**config.mk**
```make
export PLATFORM = sky130hd
export DESIGN_NAME = mult_div_unit
export DESIGN_NICKNAME = d
export VERILOG_FILES = /design/src/rtl/mult_div_unit.sv
export SDC_FILE = /design/constraint.sdc
export NUM_CORES = 1
export LEC_CHECK = 0
export CORE_MARGIN = 3
export CORE_UTILIZATION = 50
export CTS_BUF_LIST = sky130_fd_sc_hd__clkbuf_2 sky130_fd_sc_hd__clkbuf_4 sky130_fd_sc_hd__clkbuf_8
export DETAILED_ROUTE_END_ITERATION = 8
export HOLD_SLACK_MARGIN = 0.02
export MAX_ROUTING_LAYER = met4
export PLACE_DENSITY = 0.78
export SYNTH_ARGS = -nofsm -noshare
export SYNTH_HDL_FRONTEND = slang
export SYNTH_SLANG_ARGS = --single-unit
```
**constraint.sdc**
```tcl
create_clock -name clk -period 7.4 [get_ports clk]
set_input_delay 1.85 -clock clk [delete_from_list [all_inputs] [get_ports clk]]
set_output_delay 1.85 -clock clk [all_outputs]
set_load 0.02 [all_outputs]
```
**src/rtl/mult_div_unit.sv**
```systemverilog
// Multicycle signed multiply/divide unit producing the HI/LO pair.
// Shift-add multiply and restoring divide on operand magnitudes, one iteration per clock.
module mult_div_unit #(
    parameter int WIDTH = 32
) (
    input  logic             clk,
    input  logic             reset,
    input  logic             start,
    input  logic             op,
    input  logic [WIDTH-1:0] a,
    input  logic [WIDTH-1:0] b,
    output logic             busy,
    output logic             done,
    output logic             div_zero,
    output logic [WIDTH-1:0] hi,
    output logic [WIDTH-1:0] lo
);

    localparam int CW = $clog2(WIDTH + 1);
    localparam int W2 = 2 * WIDTH;

    typedef enum logic [1:0] {
        ST_IDLE   = 2'd0,
        ST_RUN    = 2'd1,
        ST_FINISH = 2'd2
    } state_t;

    function automatic logic [WIDTH-1:0] neg_w(input logic [WIDTH-1:0] v);
        return ~v + WIDTH'(1);
    endfunction

    function automatic logic [W2-1:0] neg_2w(input logic [W2-1:0] v);
        return ~v + W2'(1);
    endfunction

    // -2^(W-1) maps to unsigned 2^(W-1), which still fits in WIDTH bits
    function automatic logic [WIDTH-1:0] magnitude(input logic [WIDTH-1:0] v);
        return v[WIDTH-1] ? neg_w(v) : v;
    endfunction

    state_t           state_r, state_s;
    logic             op_r, op_s;
    logic             sign_a_r, sign_a_s;
    logic             sign_b_r, sign_b_s;
    logic             dz_r, dz_s;
    logic [CW-1:0]    count_r, count_s;
    logic [WIDTH-1:0] operand_r, operand_s;
    logic [WIDTH:0]   work_hi_r, work_hi_s;
    logic [WIDTH-1:0] work_lo_r, work_lo_s;
    logic             busy_r, busy_s;
    logic             done_r, done_s;
    logic             div_zero_r, div_zero_s;
    logic [WIDTH-1:0] hi_r, hi_s;
    logic [WIDTH-1:0] lo_r, lo_s;

    logic [WIDTH:0]   mul_sum_s;
    logic [WIDTH:0]   mul_hi_s;
    logic [WIDTH-1:0] mul_lo_s;
    logic [WIDTH:0]   div_trial_s;
    logic             div_ge_s;
    logic [WIDTH:0]   div_hi_s;
    logic [WIDTH-1:0] div_lo_s;
    logic [W2-1:0]    product_s;

    // One multiply step and one restoring-divide step over the work registers
    always_comb begin
        if (work_lo_r[0]) begin
            mul_sum_s = work_hi_r + {1'b0, operand_r};
        end else begin
            mul_sum_s = work_hi_r;
        end
        mul_hi_s    = {1'b0, mul_sum_s[WIDTH:1]};
        mul_lo_s    = {mul_sum_s[0], work_lo_r[WIDTH-1:1]};
        div_trial_s = {work_hi_r[WIDTH-1:0], work_lo_r[WIDTH-1]};
        div_ge_s    = (div_trial_s >= {1'b0, operand_r});
        if (div_ge_s) begin
            div_hi_s = div_trial_s - {1'b0, operand_r};
        end else begin
            div_hi_s = div_trial_s;
        end
        div_lo_s  = {work_lo_r[WIDTH-2:0], div_ge_s};
        product_s = {work_hi_r[WIDTH-1:0], work_lo_r};
    end

    // Next-state and next-output logic of the IDLE/RUN/FINISH controller
    always_comb begin
        state_s    = state_r;
        op_s       = op_r;
        sign_a_s   = sign_a_r;
        sign_b_s   = sign_b_r;
        dz_s       = dz_r;
        count_s    = count_r;
        operand_s  = operand_r;
        work_hi_s  = work_hi_r;
        work_lo_s  = work_lo_r;
        busy_s     = busy_r;
        done_s     = 1'b0;
        div_zero_s = 1'b0;
        hi_s       = hi_r;
        lo_s       = lo_r;
        case (state_r)
            ST_IDLE: begin
                if (start) begin
                    op_s      = op;
                    sign_a_s  = a[WIDTH-1];
                    sign_b_s  = b[WIDTH-1];
                    count_s   = '0;
                    work_hi_s = '0;
                    busy_s    = 1'b1;
                    // operand_r holds the value added/subtracted each step,
                    // work_lo_r the value shifted out (multiplier or dividend)
                    if (op) begin
                        operand_s = magnitude(b);
                        work_lo_s = magnitude(a);
                    end else begin
                        operand_s = magnitude(a);
                        work_lo_s = magnitude(b);
                    end
                    if (op && (b == '0)) begin
                        dz_s    = 1'b1;
                        state_s = ST_FINISH;
                    end else begin
                        dz_s    = 1'b0;
                        state_s = ST_RUN;
                    end
                end else begin
                    busy_s = 1'b0;
                end
            end
            ST_RUN: begin
                count_s = count_r + CW'(1);
                if (op_r) begin
                    work_hi_s = div_hi_s;
                    work_lo_s = div_lo_s;
                end else begin
                    work_hi_s = mul_hi_s;
                    work_lo_s = mul_lo_s;
                end
                if (count_r == CW'(WIDTH - 1)) begin
                    state_s = ST_FINISH;
                end else begin
                    state_s = ST_RUN;
                end
            end
            ST_FINISH: begin
                state_s = ST_IDLE;
                busy_s  = 1'b0;
                done_s  = 1'b1;
                if (dz_r) begin
                    div_zero_s = 1'b1;
                end else if (op_r) begin
                    // quotient truncates toward zero, remainder follows the dividend
                    lo_s = (sign_a_r ^ sign_b_r) ? neg_w(work_lo_r) : work_lo_r;
                    hi_s = sign_a_r ? neg_w(work_hi_r[WIDTH-1:0]) : work_hi_r[WIDTH-1:0];
                end else begin
                    {hi_s, lo_s} = (sign_a_r ^ sign_b_r) ? neg_2w(product_s) : product_s;
                end
            end
            default: begin
                state_s = ST_IDLE;
                busy_s  = 1'b0;
            end
        endcase
    end

    // State and output registers with synchronous active-low reset
    always_ff @(posedge clk) begin
        if (!reset) begin
            state_r    <= ST_IDLE;
            op_r       <= 1'b0;
            sign_a_r   <= 1'b0;
            sign_b_r   <= 1'b0;
            dz_r       <= 1'b0;
            count_r    <= '0;
            operand_r  <= '0;
            work_hi_r  <= '0;
            work_lo_r  <= '0;
            busy_r     <= 1'b0;
            done_r     <= 1'b0;
            div_zero_r <= 1'b0;
            hi_r       <= '0;
            lo_r       <= '0;
        end else begin
            state_r    <= state_s;
            op_r       <= op_s;
            sign_a_r   <= sign_a_s;
            sign_b_r   <= sign_b_s;
            dz_r       <= dz_s;
            count_r    <= count_s;
            operand_r  <= operand_s;
            work_hi_r  <= work_hi_s;
            work_lo_r  <= work_lo_s;
            busy_r     <= busy_s;
            done_r     <= done_s;
            div_zero_r <= div_zero_s;
            hi_r       <= hi_s;
            lo_r       <= lo_s;
        end
    end

    assign busy     = busy_r;
    assign done     = done_r;
    assign div_zero = div_zero_r;
    assign hi       = hi_r;
    assign lo       = lo_r;

endmodule
```
==> metrics.md, run 1 <==
| Metric | Value |
|---|---|
| Status | `finished clean` |
| Clk root buf | `clkbuf_8` |
| Placer congestion estimate | `slightly above 1` |
| Post-CTS Resized | `0` |
| Total setup buffers inserted after CTS | `0` |
| Top-Level Pins | `135` |
| DR pass1 iterations | `6` |
| YS warnings | `0` |
| Fin. Hold Viols | `0` |
| Top cells by count, synth | `234 x nand2_1, 176 x dfxtp_1, 174 x a21oi_1` |
| # diodes | `0` |
| Netlist Area Pre-Place | `~15000 um^2` |
| Die height | `177 um` |
| Top post-synthesis cells by area | `dfxtp_1 24%, xnor2_1 6.5%, nand2_1 6.0%` |
| Final setup viols | `0` |
| Top_reg_cell synth | `dfxtp_1` |
| Crit Path Max Fanout | `44` |
| Via density | `6.31` |
| Initial DRC count | `roughly 1700` |
| Layout cells sized above 1 | `0.0619` |
| Worst setup SP type | `input port` |
| Number of max-cap violations | `0` |
| Hold Path Class | `reg2reg` |
| Die ar. | `31300 um^2` |
| RSZ-0062 raised after global routing | `false` |
| Final core occ | `0.584` |
| CTS tree | `done` |
| Pin count of the biggest net entering global routing | `around 120` |
| CTS Buffer Depth | `2` |
| Pwr dens | `approximately 170 nW/um^2` |
| Final worst-path cycle share | `0.594` |
| Placed Area | `roughly 16000 um^2` |
| Die width | `around 180 um` |
| Hold-fix buffers, CTS | `0` |
| Post-Synth Simple-Gate Area | `0.199` |
| Worst-case reg-to-reg path depth | `12` |
| Post-synth EDFFs | `0` |
| Peak supply drop | `roughly 140 uV` |
| Leakage power | `6.26 nW` |
| Dpl hpwl | `37300 um` |
| Post-Route WL | `between 40000 and 50000 um` |
| WP data required | `roughly 7800 ps` |
| Min-Delay Path Depth | `2` |
| GRT overflow | `0` |
| Area fraction in compound gates after synthesis | `0.286` |
| Most frequent cell after synthesis | `nand2_1` |
| Vias after detailed routing | `around 15000` |
| Starting Density | `0.516` |
| Area Growth Syn to Fin | `13.1%` |
| PortBufs | `roughly 130` |
| Final Instance Area | `around 17000 um^2` |
| Fraction of registers with async set/reset | `0` |
| Crit path DAT | `4830 ps` |
| Relative slew slack | `0.195` |
| Synthesized area per cell | `between 7 and 8 um^2` |
| CTS Buf Count | `17` |
| Post-synthesis mux area share | `0.0588` |
| Final TNS setup | `0 ps` |
| Total GRT Usage | `0.312` |
| Synth cell types | `between 80 and 90` |
| Insertion delay to the later sink of the worst-skew pair | `roughly 500 ps` |
| Total power | `about 2.8 mW` |
| Post-Synthesis Cells | `roughly 1900` |
| Clk_skew | `26.6 ps` |
| Clock-pin slew on the worst setup and hold paths | `110 ps` |
| Initial antenna violation count | `0` |
| CORE AREA | `~28000 um^2` |
| DRT antenna net count | `0` |
| Register bit total from synthesis | `~180` |
| CP Capture Type | `flop` |
| Vias in the first global route | `13514` |
| Placement Rows | `a little over 60` |
| Synth Net Count | `slightly above 2000` |
| Pins over their slew limit | `0` |
| First-pass GRT wire length | `75900 um` |
| Sequential area share after synthesis | `0.241` |
| Critical path class | `in2reg` |
| Max Fclk | `approximately 0.23 GHz` |
| Adder-cell share of the synthesized area | `0.0618` |
| Residual DRC | `0` |
| Post-layout net count | `roughly 2100` |
| Synth Area in XOR/XNOR | `0.104` |
| Largest area contributor in the netlist | `dfxtp_1` |
| Worst Hold Slack | `462 ps` |
| Top-area cell type share of the netlist area | `0.241` |
| Largest family of logic cells by synthesized area | `compound AO/OA/AOI/OAI gates` |
| Routed WL per cell | `20.7 um` |
| Clk sink count | `176` |
| Worst-Margin Slew | `between 1000 and 1500 ps` |
| H-Tree Depth | `4` |
| Tmin final | `about 4400 ps` |
[cells in the final DEF, fill, tap and decap left out, types with 29 or more instances in the layout]
cell             Yosys  final
ha_1                69     69
xnor2_1            108    108
nand2_1            234    234
o21ai_0            118    118
xor2_1              65     65
a21oi_1            174    174
nand3_1             29     29
mux2i_1             60     60
clkdlybuf4s50_1      0    133
nor2_1             161    157
a211oi_1            68     68
inv_1               57     56
dfxtp_1            176    174
o31ai_1             33     33
o211ai_1            64     64
[cell families after synthesis]
kind of cell,Yosys count
AOI/OAI and AO/OA,629
adders and majority gates,71
xor gates and xnor gates,173
and+or+nand+nor,609
buffers and inverters,191
DFF,176
muxes,83
[area by class of cell]
class                   count  area (um^2)
fillers                  2615        11800
multi-input cells        1565        10400
flip-flops and latches    176         3530
repair buffers            157         1510
well taps                 378          473
clock buffers              17          234
inverters                  58          219
clock inverters            15          190
[flip-flops by register name, indices dropped and copies added, names as in the netlist]
signal and cells:
busy 1, count_r 6, div_zero 1, done 1
dz_r 1, hi 32, lo 32, op_r 1
operand_r 32, sign_a_r 1, sign_b_r 1, state_r 2
work_hi_r 33, work_lo_r 32
[path summary, 6_finish.rpt]
kind,from,endpoint,slack (ps)
max,reset,work_hi_r[6],3000
min,hi[4],hi[4],460
max reg2reg,work_hi_r[0],work_hi_r[31],3080
min reg2reg,hi[4],hi[4],460
[critical path: stages]
cell	delay, ps
clkdlybuf4s50_1	460
buf_4	360
clkinv_2	630
nor2_2	1000
buf_4	330
a22o_1	150
[metal layers]
layer  wire length [um]  track usage
met2              20800        0.449
met1              21600        0.441
met4               1470       0.0936
met5                  0            -
met3               5150       0.0637
[power by group]
| group | total [mW] | switching (mW) | internal, mW | leakage, nW |
|---|---|---|---|---|
| Clock | 0.730 | 0.440 | 0.290 | 0.211 |
| Combinational | 0.973 | 0.589 | 0.384 | 4.62 |
| Sequential | 1.07 | 0.0834 | 0.987 | 1.43 |
[metrics by stage]
step / cells / setup WS [ps]
final: 2366 / 3000
after global routing: 2366 / 2860
after CTS: 2366 / 3130
after detailed placement: 2334 / 2620
after global placement: 2334 / 2680
after floorplan: 1932 / 3300
(Power assumes the default switching activity.)
==> inputs of run 2 (changes only) <==
clock period = 4.18 ns   (was 7.4 ns; I/O delays follow)
==> run 2 against run 1 <==
Net effect: clock-buffer cell count unchanged; sequential power grew 76%; worst hold slack worse by 1.9 ps; flip-flop and latch count stayed put; clock power is 73% higher; die area unchanged; clock skew is 0.53 ps higher; largest power group unchanged.
==> metrics.md, run 2 (synthesis results as in run 1) <==
| Metric | Value |
|---|---|
| Met2 Use GR | `0.454 (was 0.449)` |
| Placer congestion estimate | `1.02 (was 1.03)` |
| Clock-pin slew on the worst setup and hold paths | `110 ps (about the same)` |
| Reg-to-reg critical path endpoint | `work_hi_r[32] (was work_hi_r[31])` |
| Die height | `177 um (unchanged)` |
| Worst-Margin Slew | `1030 ps (was 1200 ps)` |
| WHS Endpoint | `hi[19] (was hi[4])` |
| Status | `finished clean (unchanged)` |
| Clk root buf | `clkbuf_8 (unchanged)` |
| Starting Density | `0.516 (unchanged)` |
| CP Capture Type | `flop (unchanged)` |
| Critical path class | `reg2reg (was in2reg)` |
| Max reg flops | `33 (unchanged)` |
| Dpl hpwl | `35300 um (was 37300 um)` |
| Leakage power | `6.40 nW (was 6.26 nW)` |
| Crit Path Max Fanout | `4 (was 44)` |
| Post-Route WL | `46800 um (was 49000 um)` |
| Number of max-cap violations | `0 (unchanged)` |
| GRT met3 Usage | `0.0393 (was 0.0637)` |
| DR pass1 iterations | `6 (unchanged)` |
| RSZ-0062 raised after global routing | `false (unchanged)` |
| Post-layout net count | `2141 (was 2114)` |
| Total power | `4.87 mW (was 2.77 mW)` |
| PortBufs | `134 (unchanged)` |
| Total setup buffers inserted after CTS | `0 (unchanged)` |
| Vias after detailed routing | `15255 (was 14930)` |
| Total GRT Usage | `0.298 (was 0.312)` |
| Residual DRC | `0 (unchanged)` |
| Fin. Hold Viols | `0 (unchanged)` |
| CORE AREA | `28300 um^2 (unchanged)` |
| Initial antenna violation count | `2 (was 0)` |
| Via density | `6.37 (was 6.31)` |
| Most frequent cells in the layout | `234 x nand2_1, 174 x a21oi_1, 174 x dfxtp_1, 158 x nor2_1, 133 x clkdlybuf4s50_1 (was 234 x nand2_1, 174 x a21oi_1, 174 x dfxtp_1, 157 x nor2_1, 133 x clkdlybuf4s50_1)` |
| Pin count of the biggest net entering global routing | `116 (was 115)` |
| Clk sink count | `176 (unchanged)` |
| Commonest non-fill, non-tap cell in the layout | `nand2_1 (unchanged)` |
| Pwr dens | `291 nW/um^2 (was 168 nW/um^2)` |
| GR peak layer | `met2 (unchanged)` |
| Initial DRC count | `1794 (was 1666)` |
| Tmin final | `3740 ps` |
| Hold Path Class | `reg2reg (unchanged)` |
| Crit path from | `work_lo_r[31] (was reset)` |
| WP data required | `4520 ps (was 7830 ps)` |
| Relative slew slack | `0.313 (was 0.195)` |
| H-Tree Depth | `4 (unchanged)` |
| Final core occ | `0.591 (was 0.584)` |
| DRT antenna net count | `0 (unchanged)` |
| CTS Buffer Depth | `2 (unchanged)` |
| GRT overflow | `0 (unchanged)` |
| Hold-fix buffers, CTS | `0 (unchanged)` |
| Worst setup SP type | `flop (was input port)` |
| Placement Rows | `61 (unchanged)` |
| Min-Delay Path Depth | `2 (unchanged)` |
| R2R Setup Slk | `440 ps (was 3080 ps)` |
| Max Fclk | `around 0.27 GHz` |
| First-pass GRT wire length | `73700 um (was 75900 um)` |
| Final setup viols | `0 (unchanged)` |
| Worst-case reg-to-reg path depth | `13 (was 12)` |
| CTS Buf Count | `17 (unchanged)` |
| Post-CTS Resized | `0 (unchanged)` |
| Routed WL per cell | `19.6 um (was 20.7 um)` |
| Area Growth Syn to Fin | `14.5% (was 13.1%)` |
| Most flops, register | `work_hi_r (unchanged)` |
| Hold_sp | `hi[19] (was hi[4])` |
| Clk_skew | `27.1 ps (was 26.6 ps)` |
| Peak supply drop | `239 uV (was 136 uV)` |
| Insertion delay to the later sink of the worst-skew pair | `490 ps (about the same)` |
| Vias in the first global route | `13895 (was 13514)` |
| Die width | `177 um (unchanged)` |
| Pins over their slew limit | `0 (unchanged)` |
| Top-Level Pins | `135 (unchanged)` |
| Crit path DAT | `4080 ps (was 4830 ps)` |
| Layout cells sized above 1 | `0.0739 (was 0.0619)` |
| M1 GR Usage | `0.398 (was 0.441)` |
| Final worst-path cycle share | `0.895` |
| Die ar. | `31300 um^2 (unchanged)` |
| CTS tree | `done (unchanged)` |
| Reg2Reg Launch Point | `work_lo_r[31] (was work_hi_r[0])` |
| Final TNS setup | `0 ps (unchanged)` |
==> run 2: cell types whose count changed in the layout (fill, tap and decap cells not counted), sizes merged <==
cell / before / now
buf: 24 / 51
bufinv: 1 / 0
clkinv: 8 / 9
diode: 0 / 2
==> run 2: layer usage <==
layer | wire, um | vias to the layer above
li1 | - | 7202
met1 | 20000 | 7141
met2 | 20700 | 785
met3 | 4050 | 127
met4 | 2140 | 0
met5 | 0 | -
==> run 2: final cells by class <==
class	count	area, um^2
Clock buffer	17	234
Antenna cell	2	5.00
Inverter	58	219
Clock inverter	15	184
Multi-Input combinational cell	1565	10400
Fill cell	2547	11600
Sequential cell	176	3530
Timing Repair Buffer	184	1720
Tap cell	378	473
==> run 2: power breakdown <==
group / switching (mW) / leakage (nW) / internal (mW)
registers: 0.135 / 1.43 / 1.75
clock network: 0.792 / 0.207 / 0.464
logic: 1.03 / 4.76 / 0.700
total: 1.96 / 6.40 / 2.91
==> run 2: worst max path at each step <==
stage | end | depth (start not counted)
after global routing | work_hi_r[32] | 13
after floorplan | work_lo_r[23] | 9
after global placement | work_lo_r[23] | 10
after CTS | work_hi_r[32] | 13
final | work_hi_r[32] | 13
after detailed placement | work_lo_r[23] | 10
==> run 2: worst max-delay path, cell delays in order, from the launching register on <==
cell and delay, ps:
dfxtp_1 380, inv_1 210, ha_1 210, inv_1 50, fa_1 410, a21o_1 200
a221oi_1 560, o31a_1 330, nor3_1 140, o2111ai_1 320, a31oi_1 150, a211oi_1 300
mux2i_1 240, o21ai_0 90
==> run 2: per-stage QoR <==
| step | hold slack [ps] | std cells | instance area (um^2) | worst slack, ps |
|---|---|---|---|---|
| after floorplan | 439 | 1932 | 14600 | 888 |
| after global placement | 440 | 2361 | 16300 | 274 |
| after detailed placement | 448 | 2361 | 16300 | 185 |
| after CTS | 463 | 2393 | 16700 | 518 |
| after global routing | 478 | 2395 | 16700 | 279 |
| final | 460 | 2395 | 16700 | 439 |
